File: config.mk
export PLATFORM = sky130hd
export DESIGN_NAME = multicycle_control
export DESIGN_NICKNAME = d
export VERILOG_FILES = /design/src/rtl/multicycle_control.sv
export SDC_FILE = /design/constraint.sdc
export NUM_CORES = 1
export LEC_CHECK = 0
export ABC_CLOCK_PERIOD_IN_PS = 2220
export CAP_MARGIN = 20
export CORE_MARGIN = 1
export CORE_UTILIZATION = 45
export DETAILED_ROUTE_END_ITERATION = 8
export PLACE_DENSITY = 0.76
export SYNTH_ARGS = -nofsm -noshare
export SYNTH_HDL_FRONTEND = slang
export SYNTH_SLANG_ARGS = --single-unit
export TNS_END_PERCENT = 10
File: constraint.sdc
create_clock -name clock -period 2.22 [get_ports clock]
set_input_delay 0.333 -clock clock [delete_from_list [all_inputs] [get_ports clock]]
set_output_delay 0.333 -clock clock [all_outputs]
set_load 0.01 [all_outputs]
File: src/rtl/multicycle_control.sv
// Multicycle MIPS-style control FSM: sequences fetch/decode/execute/memory/writeback,
// traps on illegal encodings and counts retired instructions.
module multicycle_control #(
  parameter int ALU_CTRL_WIDTH = 4,
  parameter int MEM_HANDSHAKE  = 1,
  parameter int SUPPORT_JUMP   = 1,
  parameter int COUNT_WIDTH    = 32
) (
  input  logic                      clock,
  input  logic                      reset,
  input  logic [5:0]                opcode,
  input  logic [5:0]                funct,
  input  logic                      zero,
  input  logic                      mem_ready,
  output logic                      pc_write,
  output logic                      ir_write,
  output logic                      iord,
  output logic                      mem_read,
  output logic                      mem_write,
  output logic                      reg_write,
  output logic                      reg_dst,
  output logic                      mem_to_reg,
  output logic                      alu_src_a,
  output logic [1:0]                alu_src_b,
  output logic [1:0]                pc_source,
  output logic [ALU_CTRL_WIDTH-1:0] alu_control,
  output logic [3:0]                state,
  output logic                      illegal,
  output logic [COUNT_WIDTH-1:0]    instr_count
);

  typedef enum logic [3:0] {
    S_FETCH     = 4'd0,
    S_DECODE    = 4'd1,
    S_MEM_ADDR  = 4'd2,
    S_MEM_READ  = 4'd3,
    S_MEM_WB    = 4'd4,
    S_MEM_WRITE = 4'd5,
    S_EXECUTE   = 4'd6,
    S_ALU_WB    = 4'd7,
    S_BRANCH    = 4'd8,
    S_ADDI_EXEC = 4'd9,
    S_ADDI_WB   = 4'd10,
    S_JUMP      = 4'd11,
    S_TRAP      = 4'd12
  } state_t;

  localparam logic [5:0] OP_RTYPE = 6'b000000;
  localparam logic [5:0] OP_LW    = 6'b100011;
  localparam logic [5:0] OP_SW    = 6'b101011;
  localparam logic [5:0] OP_BEQ   = 6'b000100;
  localparam logic [5:0] OP_ADDI  = 6'b001000;
  localparam logic [5:0] OP_J     = 6'b000010;

  localparam logic [3:0] ALU_AND = 4'b0000;
  localparam logic [3:0] ALU_OR  = 4'b0001;
  localparam logic [3:0] ALU_ADD = 4'b0010;
  localparam logic [3:0] ALU_SUB = 4'b0110;
  localparam logic [3:0] ALU_SLT = 4'b0111;
  localparam logic [3:0] ALU_NOR = 4'b1100;

  state_t                 r_state;
  state_t                 w_next;
  logic                   r_illegal;
  logic [COUNT_WIDTH-1:0] r_count;
  logic                   w_mem_ready;
  logic                   w_funct_legal;
  logic [3:0]             w_funct_alu;
  logic [3:0]             w_alu4;
  logic                   w_retire;

  assign w_mem_ready = (MEM_HANDSHAKE != 0) ? mem_ready : 1'b1;

  always_comb begin
    w_funct_legal = 1'b1;
    w_funct_alu   = ALU_AND;
    case (funct)
      6'b100000: w_funct_alu = ALU_ADD;
      6'b100010: w_funct_alu = ALU_SUB;
      6'b100100: w_funct_alu = ALU_AND;
      6'b100101: w_funct_alu = ALU_OR;
      6'b100111: w_funct_alu = ALU_NOR;
      6'b101010: w_funct_alu = ALU_SLT;
      default:   w_funct_legal = 1'b0;
    endcase
  end

  always_comb begin
    w_next = S_TRAP;
    case (r_state)
      S_FETCH:     w_next = w_mem_ready ? S_DECODE : S_FETCH;
      S_DECODE: begin
        case (opcode)
          OP_RTYPE:      w_next = w_funct_legal ? S_EXECUTE : S_TRAP;
          OP_LW, OP_SW:  w_next = S_MEM_ADDR;
          OP_BEQ:        w_next = S_BRANCH;
          OP_ADDI:       w_next = S_ADDI_EXEC;
          OP_J:          w_next = (SUPPORT_JUMP != 0) ? S_JUMP : S_TRAP;
          default:       w_next = S_TRAP;
        endcase
      end
      // The instruction register still holds the opcode here, so it selects load vs store.
      S_MEM_ADDR: begin
        if (opcode == OP_LW)      w_next = S_MEM_READ;
        else if (opcode == OP_SW) w_next = S_MEM_WRITE;
        else                      w_next = S_TRAP;
      end
      S_MEM_READ:  w_next = w_mem_ready ? S_MEM_WB : S_MEM_READ;
      S_MEM_WB:    w_next = S_FETCH;
      S_MEM_WRITE: w_next = w_mem_ready ? S_FETCH : S_MEM_WRITE;
      S_EXECUTE:   w_next = S_ALU_WB;
      S_ALU_WB:    w_next = S_FETCH;
      S_BRANCH:    w_next = S_FETCH;
      S_ADDI_EXEC: w_next = S_ADDI_WB;
      S_ADDI_WB:   w_next = S_FETCH;
      S_JUMP:      w_next = S_FETCH;
      default:     w_next = S_TRAP;
    endcase
  end

  always_comb begin
    case (r_state)
      S_MEM_WB, S_ALU_WB, S_BRANCH, S_ADDI_WB, S_JUMP: w_retire = 1'b1;
      S_MEM_WRITE: w_retire = w_mem_ready;
      default:     w_retire = 1'b0;
    endcase
  end

  always_ff @(posedge clock) begin
    if (reset) begin
      r_state   <= S_FETCH;
      r_illegal <= 1'b0;
      r_count   <= '0;
    end else begin
      r_state <= w_next;
      if (w_next == S_TRAP) r_illegal <= 1'b1;
      if (w_retire)         r_count   <= r_count + COUNT_WIDTH'(1);
    end
  end

  always_comb begin
    pc_write   = 1'b0;
    ir_write   = 1'b0;
    iord       = 1'b0;
    mem_read   = 1'b0;
    mem_write  = 1'b0;
    reg_write  = 1'b0;
    reg_dst    = 1'b0;
    mem_to_reg = 1'b0;
    alu_src_a  = 1'b0;
    alu_src_b  = 2'b00;
    pc_source  = 2'b00;
    w_alu4     = ALU_AND;
    case (r_state)
      S_FETCH: begin
        mem_read  = 1'b1;
        alu_src_b = 2'b01;
        w_alu4    = ALU_ADD;
        ir_write  = w_mem_ready;
        pc_write  = w_mem_ready;
      end
      S_DECODE: begin
        alu_src_b = 2'b11;
        w_alu4    = ALU_ADD;
      end
      S_MEM_ADDR, S_ADDI_EXEC: begin
        alu_src_a = 1'b1;
        alu_src_b = 2'b10;
        w_alu4    = ALU_ADD;
      end
      S_MEM_READ: begin
        iord     = 1'b1;
        mem_read = 1'b1;
      end
      S_MEM_WB: begin
        reg_write  = 1'b1;
        mem_to_reg = 1'b1;
      end
      S_MEM_WRITE: begin
        iord      = 1'b1;
        mem_write = 1'b1;
      end
      S_EXECUTE: begin
        alu_src_a = 1'b1;
        w_alu4    = w_funct_alu;
      end
      S_ALU_WB: begin
        reg_write = 1'b1;
        reg_dst   = 1'b1;
      end
      S_BRANCH: begin
        alu_src_a = 1'b1;
        w_alu4    = ALU_SUB;
        pc_source = 2'b01;
        pc_write  = zero;
      end
      S_ADDI_WB: reg_write = 1'b1;
      S_JUMP: begin
        pc_source = 2'b10;
        pc_write  = 1'b1;
      end
      default: ;
    endcase
    // Reset gates every side-effecting enable regardless of the state being left.
    if (reset) begin
      pc_write  = 1'b0;
      ir_write  = 1'b0;
      mem_read  = 1'b0;
      mem_write = 1'b0;
      reg_write = 1'b0;
    end
  end

  assign alu_control = ALU_CTRL_WIDTH'(w_alu4);
  assign state       = r_state;
  assign illegal     = r_illegal;
  assign instr_count = r_count;

endmodule

=== Word-level counts from Yosys, hierarchy flattened ===
Cells that the tools add are included.
Widths: inputs -> output; s select.

* Output and inout bits: 54
* Word-level logic and storage cells: 66
* Flip-flop bits (word level): 37

* Mux-type cells: 28
* Reductions and logical operators: 11
* Add/subtract/negate cells: 1
* Equality and inequality tests: 23

{| class="wikitable"
|+ Operators with widths
! kind !! count
|-
| $eq 6x6->1 const B || 8
|-
| $pmux 4 s5 || 2
|-
| $add 32x1->32 const B || 1
|-
| $pmux 4 s8 || 1
|-
| $eq 4x4->1 const B || 5
|-
| $eq 4x3->1 const B || 4
|-
| $mux 1 || 15
|-
| $mux 4 || 3
|-
| $pmux 4 s3 || 1
|-
| $eq 4x2->1 const B || 2
|-
| $reduce_or 2->1 || 4
|-
| $reduce_or 4->1 || 2
|-
| $eq 6x2->1 const B || 1
|-
| $eq 6x3->1 const B || 1
|-
| $eq 6x4->1 const B || 1
|-
| $logic_not 6->1 || 1
|-
| $mux 3 || 2
|-
| $pmux 2 s3 || 1
|-
| $reduce_or 6->1 || 1
|-
| $reduce_or 5->1 || 1
|-
| $eq 4x1->1 const B || 1
|-
| $logic_not 4->1 || 1
|-
| $pmux 2 s2 || 1
|-
| $pmux 1 s3 || 1
|-
| other kinds (2) || 2
|}

=== Logic depth before layout (Yosys ltp) ===
Gate-level depths: netlist of the first run.

* Word-level depth: 7
* Depth in mapped cells: 8
* Gate-level depth less buffers: 5

=== Worst setup path after synthesis of the first run ===
Ideal clock, no wire load.

* Path kind: register to register
* From: register r_count[4] (netlist: instr_count[4])
* To: register r_count[31] (netlist: instr_count[31])
* Arrival time: 1.790 ns
* Buffers on the path: 1
* Required time: 2.149 ns
* Slack: 0.359 ns
* Library setup time: 0.071 ns
* Cell stages (with the launch flop): 7
* Clock period less this slack: 1.861 ns
* Cell sequence: dfxtp_1 and4_1 and3_1 nand4_4 buf_6 or4_1 a21oi_1

* Longest elaborated chain between the ends: 1

{| class="wikitable"
|+ Ends and longest elaborated chain
! item !! RTL line !! text
|-
| start: declaration || 65 || <nowiki>logic [COUNT_WIDTH-1:0] r_count;</nowiki>
|-
| start signal: assignment || 137 || <nowiki>if (w_retire) r_count <= r_count + COUNT_WIDTH'(1);</nowiki>
|-
| $add 32x1->32 || 137 ||
|}

Every way passes these cells.
A chain may end at the register's enable or synchronous reset.

=== Worst setup path in the final report of the first run ===
* From: register r_state[0] (netlist: state[0])
* To: output mem_read

* Longest elaborated chain between the ends: 4
* Elaborated cells on any way between the ends: 5
* Those cells by class: eq/ne (1); mux (2); reduce/logical (2)

{| class="wikitable"
|+ Ends and longest elaborated chain
! item !! RTL line !! text
|-
| start: declaration || 62 || <nowiki>state_t r_state;</nowiki>
|-
| start signal: assignment || 135 || <nowiki>r_state <= w_next;</nowiki>
|-
| $eq 4x2->1 / $logic_not 4->1 (equally long branches) || 154 || <nowiki>case (r_state)</nowiki>
|-
| $reduce_or 2->1 (no source line) * || n/a ||
|-
| $mux 1 * || 154 ||
|-
| $mux 1 * || 205 || <nowiki>if (reset) begin</nowiki>
|-
| end: declaration || 18 || <nowiki>output logic mem_read,</nowiki>
|}

Mark *: on every way between the ends. The rest lies on a longest branch, timed or not.

==> impl_metrics.env, run 1 <==
export IMPL_ys_warn_count=0
export IMPL_drtAntennaViolNets=0
export IMPL_drt_iter0_markers=127
export IMPL_startpoint_type="register"
export IMPL_async_reset_ff_frac=0
export IMPL_initial_utilization=0.470
export IMPL_nets=407
export IMPL_hold_viol=0
export IMPL_yosysSeqAreaShare=0.309
export IMPL_fmax_ghz=0.456
export IMPL_vias=2618
export IMPL_fillers=434
export IMPL_gr_usage_all_layers=0.223
export IMPL_postLayoutCellArea_sq_um=3480
export IMPL_synth_top_flop_cell="dfxtp_1"
export IMPL_cts_buffers=5
export IMPL_status="finished, final reports clean"
export IMPL_seq_area_sq_um=744
export IMPL_vdd_ir_drop_max_v=0.000293
export IMPL_worstPathArrival_ns=1.86
export IMPL_tritoncts="yes"
export IMPL_fin_ws_ns=0.0274
export IMPL_port_buffers=69
export IMPL_syn_avg_cell_area_sq_um=7.92
export IMPL_worstPathRequired_ns=1.89
export IMPL_worstMarginPinSlew_ns=0.396
export IMPL_clk_latency_ns=0.30
export IMPL_cts_buffer_depth=2
export IMPL_h_tree_depth=2
export IMPL_syn_nets=320
export IMPL_ys_ff_latch=37
export IMPL_grt_max_degree=39
export IMPL_grt_pass1_wl_um=9780
export IMPL_grt_overflow=0
export IMPL_layout_drive_gt1_share=0.169
export IMPL_drc=0
export IMPL_power_leakage_nw=1.27
export IMPL_grt_pass1_vias=2174
export IMPL_max_slew_margin=0.730
export IMPL_core_area_sq_um=5110
export IMPL_area_growth_pct=45.0
export IMPL_postCtsSetupBuffers=0
export IMPL_via_per_inst=5.68
export IMPL_crit_path_max_fanout=4
export IMPL_antenna_found_initial=0
export IMPL_dpl_cell_area_sq_um=3320
export IMPL_fin_crit_sh=0.988
export IMPL_synth_area_sq_um=2400
export IMPL_end_kind="primary output"
export IMPL_fin_crit_ns=2.19
export IMPL_wl_per_cell_um=13.7
export IMPL_fin_skew_ns=0.0157
export IMPL_gp_congestion=0.816
export IMPL_synth_edf_count=0
export IMPL_antennaDiodeCount=0
export IMPL_io_pins=70
export IMPL_yosys_cell_types_count=58
export IMPL_setup_viol=0
export IMPL_cts_num_sinks=37
export IMPL_multi_input_area_sq_um=1550
export IMPL_cap_violations=0
export IMPL_die_y_um=75.0
export IMPL_finalWirelength_um=6330
export IMPL_num_rows=26
export IMPL_die_w_um=75.0
export IMPL_clkTransAtPathRegs_ns=0.08
export IMPL_first_pass_iters=6
export IMPL_dieArea_sq_um=5630
export IMPL_hold_class="reg2reg"
export IMPL_dp_slack_ns=-0.0313
export IMPL_dp_hpwl_um=4510
export IMPL_timing_worst_setup_path_type="reg2out"
export IMPL_p_per_area_nw_per_um2=475
export IMPL_synthCells=303
export IMPL_clockRootBuffer="clkbuf_8"
export IMPL_slew_violations=0
==> registers in the layout, indices dropped and copies added, names as in the netlist <==
name and cells:
illegal 1, instr_count 32, state 4
==> Yosys cell counts (all sizes together) (8+ instances only) <==
cell type	number	area (sq um)
nand3	15	80.1
buf	9	63.8
nor2	25	93.8
dfxtp	37	741
inv	9	33.8
a21oi	31	166
nand4	8	80.1
or4	14	105
o31ai	18	135
or3	9	56.3
nand2	16	60.1
o21ai	19	106
nor3	11	55.1
clkbuf	12	46.3
==> through the flow <==
step | total power [mW] | hold WS [ns] | setup TNS (ns) | cells | utilization
after floorplan | 0.937 | 0.476 | 0 | 303 | -
after global placement | 1.14 | 0.458 | 0 | 453 | 0.650
after detailed placement | 1.15 | 0.458 | -0.189 | 453 | 0.650
after CTS | 1.65 | 0.477 | -0.00311 | 461 | 0.672
after global routing | 1.73 | 0.492 | -0.0170 | 461 | 0.682
final | 1.65 | 0.474 | 0 | 461 | 0.682
==> logic make-up after synthesis <==
family,count (synthesis),synth area share
muxes,4,0.0182
adders and majority gates,2,0.00938
buffers and inverters,30,0.0600
DFF,37,0.309
and+or+nand+nor,136,0.343
AOI/OAI and AO/OA,86,0.232
xor gates and xnor gates,8,0.0292
==> layout by cell type (no fill, tap or decap), types with 3 or more instances in the layout <==
cell / Yosys / routed
a21oi_1: 30 / 30
inv_1: 9 / 9
clkbuf_8: 0 / 6
o21ai_0: 18 / 18
dlymetal6s2s_1: 0 / 8
dfxtp_2: 0 / 3
nor2b_1: 4 / 4
xor2_1: 6 / 6
nor3b_1: 3 / 3
nand3_1: 14 / 14
mux2_2: 3 / 3
and4_1: 4 / 4
nor3_1: 11 / 11
buf_4: 1 / 29
nand4_1: 6 / 6
nand2b_2: 0 / 3
or3_1: 9 / 9
clkdlybuf4s50_1: 0 / 61
nor2_1: 25 / 23
and3_1: 4 / 3
nand4b_1: 3 / 3
nand2b_1: 7 / 4
nand2_1: 16 / 16
or4_1: 14 / 13
or2_2: 3 / 3
dfxtp_1: 37 / 34
o31ai_1: 18 / 18
==> path summary, 6_finish.rpt <==
| check | start | end | slack (ns) | cells after the start |
|---|---|---|---|---|
| min reg2reg | illegal | illegal | 0.47 | 2 |
| min | illegal | illegal | 0.47 | 2 |
| max reg2reg | instr_count[4] | instr_count[27] | 0.15 | 5 |
| max | state[0] | mem_read | 0.03 | 5 |
==> where the power goes <==
part	internal (mW)	switching (mW)	leakage [nW]
combinational	0.232	0.218	0.917
sequential	0.680	0.0221	0.300
clock	0.252	0.250	0.0512
total	1.16	0.490	1.27
==> worst max-delay path: stages (launching register included) <==
cell and delay, ns:
dfxtp_2 0.36, nor2b_1 0.15, buf_4 0.16, nor4b_4 0.22, buf_4 0.15, clkdlybuf4s50_1 0.52
==> layer usage <==
layer | global-route usage | up-vias | part of all wire
met5 | 0 | - | 0
met1 | 0.286 | 1237 | 0.45
li1 | - | 1318 | -
met3 | 0.0402 | 6 | 0.034
met4 | 0.0461 | 0 | 0.0087
met2 | 0.390 | 57 | 0.50
==> final cells by class <==
class / instances / share of cell area
clock buffer: 6 / 0.0237
clock inverter: 2 / 0.00395
inverter: 9 / 0.00971
multi-input combinational: 236 / 0.445
sequential: 37 / 0.214
tap: 70 / 0.0252
timing repair buffer: 101 / 0.279
==> timing repair <==
action | in CTS | in global routing
pin swaps | 0 | 1
setup endpoints to repair | 5 | 13
hold buffers | 0 | 0
resized for setup | 6 | 16
(Power assumes the default switching activity.)
==> inputs of run 2 (changes only) <==
Settings changed: TNS_END_PERCENT 10 to default.
==> run 2 against run 1 <==
Against the previous run: die area stayed put; sequential cell count stayed put; wire length is 1.5% higher; sequential share of layout area hardly changed; clock skew is 0.0025 ns lower; clock power hardly changed; sequential power hardly changed; hold slack better by 0.00062 ns; final cell count is 0.22% higher; final area is 0.22% higher; count of clock-buffer cells in the layout stayed put; power hardly changed; critical endpoint unchanged.
==> impl_metrics.env, run 2 (synthesized netlist as in run 1, its figures left out) <==
export IMPL_status="finished, final reports clean"
export IMPL_finalWirelength_um=6430
export IMPL_clock_power_share=0.303
export IMPL_stdcell_count=462
export IMPL_slew_violations=0
export IMPL_end_kind="primary output"
export IMPL_final_cell_mix="61 x clkdlybuf4s50_1, 34 x dfxtp_1, 30 x a21oi_1"
export IMPL_tritoncts="yes"
export IMPL_grt_pass1_vias=2174
export IMPL_fin_ws_ns=0.0345
export IMPL_power_frac_comb=0.272
export IMPL_area_growth_pct=45.4
export IMPL_p_int_mw=1.16
export IMPL_num_rows=26
export IMPL_dpl_cell_area_sq_um=3320
export IMPL_antenna_found_initial=0
export IMPL_p_per_area_nw_per_um2=474
export IMPL_seqPwrFrac=0.425
export IMPL_p_sw_mw=0.489
export IMPL_worstPathRequired_ns=1.89
export IMPL_gp_congestion=0.816
export IMPL_wl_per_cell_um=13.9
export IMPL_worstPathArrival_ns=1.85
export IMPL_clockRootBuffer="clkbuf_8"
export IMPL_layout_drive_gt1_share=0.166
export IMPL_clk_latency_ns=0.29
export IMPL_dieArea_sq_um=5630
export IMPL_grt_pass1_wl_um=9780
export IMPL_fin_skew_ns=0.0133
export IMPL_vdd_ir_drop_max_v=0.000291
export IMPL_cts_hold_buffers=0
export IMPL_first_pass_iters=4
export IMPL_power_mw=1.65
export IMPL_fin_hold_ws_ns=0.474
export IMPL_core_area_sq_um=5110
export IMPL_gr_usage_all_layers=0.223
export IMPL_fmax_ghz=0.458
export IMPL_startpoint_type="register"
export IMPL_drc=0
export IMPL_cap_violations=0
export IMPL_postCtsSetupBuffers=0
export IMPL_cts_buffers=5
export IMPL_final_util=0.683
export IMPL_initial_utilization=0.470
export IMPL_grt_max_degree=39
export IMPL_cts_num_sinks=37
export IMPL_grt_overflow=0
export IMPL_dp_hpwl_um=4510
export IMPL_min_from="illegal"
export IMPL_h_tree_depth=2
export IMPL_worstMarginPinSlew_ns=0.396
export IMPL_dp_cells=453
export IMPL_postLayoutCellArea_sq_um=3490
export IMPL_antennaDiodeCount=0
export IMPL_power_leakage_nw=1.28
export IMPL_fillers=432
export IMPL_dp_slack_ns=-0.0313
export IMPL_port_buffers=69
export IMPL_drtAntennaViolNets=0
export IMPL_hold_viol=0
export IMPL_crit_path_max_fanout=4
export IMPL_crit_start="state[0]"
export IMPL_fin_tns_setup_ns=0
export IMPL_die_w_um=75.0
export IMPL_nets=408
export IMPL_via_per_inst=5.64
export IMPL_drt_iter0_markers=159
export IMPL_clkTransAtPathRegs_ns=0.08
export IMPL_vias=2605
export IMPL_timing_rr_start="instr_count[4]"
export IMPL_hold_class="reg2reg"
export IMPL_setup_viol=0
export IMPL_largest_register_ffs=32
export IMPL_sw_frac_of_total=0.296
export IMPL_layout_commonest_cell="clkdlybuf4s50_1"
export IMPL_fin_crit_sh=0.984
export IMPL_die_y_um=75.0
export IMPL_cts_buffer_depth=2
export IMPL_fin_crit_ns=2.19
export IMPL_max_slew_margin=0.729
export IMPL_io_pins=70
export IMPL_timing_worst_setup_path_type="reg2out"
[run 2: cell count changes in the layout (fill, tap and decap cells not counted)]
| cell | previous run | this run |
|---|---|---|
| and3_1 | 3 | 4 |
| and3_2 | 1 | 0 |
| nand4_2 | 0 | 1 |
| or4_1 | 13 | 14 |
| or4_4 | 1 | 0 |
[run 2: worst max-delay path, stage by stage, from the launching register on]
cell	delay, ns
dfxtp_2	0.36
nor2b_1	0.15
buf_4	0.16
nor4b_4	0.21
buf_4	0.15
clkdlybuf4s50_1	0.52
[run 2: final timing paths]
check,to,slack (ns),cells after the start
setup reg to reg,instr_count[19],0.23,5
hold reg to reg,illegal,0.47,2
setup / recovery,mem_read,0.03,5
hold / removal,illegal,0.47,2
[run 2: power by group through the flow]
stage / clock [mW] / combinational [mW] / sequential [mW]
after global placement: 0 / 0.432 / 0.713
final: 0.500 / 0.450 / 0.702
after floorplan: 0 / 0.223 / 0.714
after global routing: 0.539 / 0.488 / 0.703
after detailed placement: 0 / 0.436 / 0.713
after CTS: 0.510 / 0.444 / 0.699
[run 2: layout make-up]
class | instances | area, sq um | share of cell area
clock buffer | 6 | 82.6 | 0.0237
clock inverter | 2 | 13.8 | 0.00395
timing repair buffer | 101 | 971 | 0.278
inverter | 9 | 33.8 | 0.00968
tap | 70 | 87.6 | 0.0251
sequential | 37 | 744 | 0.213
multi-input combinational | 237 | 1560 | 0.446
[run 2: what timing repair did]
item                       4_1_cts  5_1_grt
gates cloned                     0        1
setup endpoints to repair        5       13
pin swaps                        0        1
gates resized for setup          6       14
[run 2: routing by layer]
metal | routed length, um | up-vias | GRT usage
met3 | 213 | 6 | 0.0402
met5 | 0 | - | 0
met4 | 55 | 0 | 0.0461
li1 | - | 1321 | -
met1 | 2930 | 1218 | 0.286
met2 | 3230 | 60 | 0.390
==> inputs of run 3 (changes only) <==
Settings changed: CORE_UTILIZATION 45 to 48, PLACE_DENSITY 0.76 to 0.8.
==> run 3 against run 2 <==
Against the previous run: critical endpoint is now iord; count of clock-buffer cells in the layout fell by 1; sequential share of layout area grew 0.30 points; largest power group unchanged; sequential power is essentially flat; critical path type unchanged; global-route usage grew 3.9 points; non-clock buffer count is 1 higher; die area decreased by 6.1%; wire length grew 4.3%.
==> impl_metrics.env, run 3 (synthesized netlist as in run 1, its figures left out) <==
export IMPL_cp_slowest_cell="clkdlybuf4s50_1"
export IMPL_clock_power_share=0.288
export IMPL_via_per_inst=5.89
export IMPL_crit_chain="buf_4 > xor2_1 > and3_1 > clkdlybuf4s50_1"
export IMPL_cts_buffers=5
export IMPL_p_per_area_nw_per_um2=469
export IMPL_fin_ws_ns=0.0867
export IMPL_rsz0062_at_grt="yes"
export IMPL_slew_violations=0
export IMPL_finalWirelength_um=6700
export IMPL_crit_path_max_fanout=14
export IMPL_port_buffers=69
export IMPL_cap_violations=0
export IMPL_layout_drive_gt1_share=0.168
export IMPL_fmax_ghz=0.469
export IMPL_gr_usage_all_layers=0.262
export IMPL_startpoint_type="register"
export IMPL_io_pins=70
export IMPL_wl_per_cell_um=14.6
export IMPL_initial_utilization=0.505
export IMPL_drtAntennaViolNets=0
export IMPL_hold_viol=0
export IMPL_first_pass_iters=4
export IMPL_clockRootBuffer="clkbuf_8"
export IMPL_dpl_cell_area_sq_um=3300
export IMPL_fin_skew_ns=0.00441
export IMPL_antenna_found_initial=0
export IMPL_grt_pass1_vias=2410
export IMPL_fillers=400
export IMPL_layout_commonest_cell="clkdlybuf4s50_1"
export IMPL_cp_slowest_stage_delay_ns=0.55
export IMPL_final_cell_mix="60 x clkdlybuf4s50_1, 34 x dfxtp_1, 31 x buf_4"
export IMPL_fin_hold_ws_ns=0.488
export IMPL_seqPwrFrac=0.435
export IMPL_postLayoutCellArea_sq_um=3450
export IMPL_dp_cells=450
export IMPL_end_kind="primary output"
export IMPL_vdd_ir_drop_max_v=0.000336
export IMPL_vias=2703
export IMPL_fin_crit_sh=0.961
export IMPL_dp_hpwl_um=4900
export IMPL_reg2reg_slack_ns=0.15
export IMPL_final_util=0.726
export IMPL_antennaDiodeCount=0
export IMPL_die_y_um=72.7
export IMPL_max_slew_margin=0.659
export IMPL_cts_buffer_depth=2
export IMPL_grt_overflow=0
export IMPL_p_int_mw=1.12
export IMPL_nets=408
export IMPL_hold_class="reg2reg"
export IMPL_dieArea_sq_um=5290
export IMPL_clkTransAtPathRegs_ns=0.08
export IMPL_worstPathRequired_ns=1.89
export IMPL_fin_crit_ns=2.13
export IMPL_path_buf_inv=2
export IMPL_drc=0
export IMPL_tritoncts="yes"
export IMPL_grt_pass1_wl_um=11100
export IMPL_worstMarginPinSlew_ns=0.510
export IMPL_cts_num_sinks=37
export IMPL_grt_max_degree=29
export IMPL_area_growth_pct=43.8
export IMPL_timing_worst_setup_path_type="reg2out"
export IMPL_h_tree_depth=2
export IMPL_gp_congestion=0.967
export IMPL_setup_viol=0
export IMPL_drt_iter0_markers=179
export IMPL_dp_slack_ns=-0.0739
export IMPL_num_rows=25
export IMPL_stdcell_count=459
export IMPL_core_area_sq_um=4750
export IMPL_clk_latency_ns=0.29
export IMPL_die_w_um=72.7
export IMPL_largest_register_ffs=32
export IMPL_power_frac_comb=0.277
export IMPL_worstPathArrival_ns=1.80
export IMPL_crit_family="buffers and inverters"
export IMPL_sw_frac_of_total=0.307
export IMPL_power_leakage_nw=1.23
export IMPL_p_sw_mw=0.497
export IMPL_status="finished, final reports clean"
-- run 3: cell types whose count changed in the layout (fill, tap and decap cells not counted), sizes merged --
cell / before / now
dlygate4sd2: 0 / 3
dlymetal6s2s: 8 / 6
buf: 32 / 33
clkbuf: 6 / 5
clkdlybuf4s50: 61 / 60
clkinvlp: 0 / 1
nand4: 9 / 8
-- run 3: timing repair --
action / in CTS / in global routing
hold buffers: 0 / 0
setup endpoints to repair: 10 / 17
hold endpoints to repair: 0 / 0
setup buffers: 0 / 1
pin swaps: 0 / 4
resized for setup: 13 / 10
-- run 3: worst min-delay path, cell delays in order (launching register included) --
cell and delay [ns]:
dfxtp_1 0.33, o31ai_1 0.06, a21oi_1 0.06
-- run 3: final timing paths --
path                   startpoint              end  cells past startpoint
setup / recovery         state[2]             iord                      4
hold / removal    instr_count[31]  instr_count[31]                      2
setup reg to reg         state[3]  instr_count[23]                      6
hold reg to reg   instr_count[31]  instr_count[31]                      2
-- run 3: final cells by class --
type | count | area [sq um] | share of cell area
timing repair buffer | 102 | 957 | 0.277
clock inverter | 3 | 17.5 | 0.00507
tap | 67 | 83.8 | 0.0243
multi-input combinational | 236 | 1540 | 0.447
inverter | 9 | 33.8 | 0.00979
clock buffer | 5 | 68.8 | 0.0199
sequential | 37 | 747 | 0.216
-- run 3: power by group through the flow --
stage	Combinational (mW)	Sequential (mW)	Clock, mW
after floorplan	0.223	0.714	0
after global placement	0.434	0.714	0
after detailed placement	0.437	0.715	0
after CTS	0.445	0.703	0.473
after global routing	0.482	0.707	0.506
final	0.449	0.704	0.466
-- run 3: stage by stage --
step           setup TNS (ns)  total power, mW
2_1_floorplan               0            0.937
3_5_place_dp           -0.777             1.15
4_1_cts              -0.00336             1.62
6_report                    0             1.62
5_1_grt              -0.00600             1.70
3_3_place_gp          -0.0658             1.15
-- run 3: per-layer routing --
layer  part of all wire  vias to the layer above  global-route usage  routed length, um
li1                   -                     1326                   -                  -
met1               0.46                     1289               0.359               3100
met2               0.48                       80               0.418               3220
met3              0.045                        8              0.0470                303
met4              0.011                        0              0.0784                 77
met5                  0                        -                   0                  0
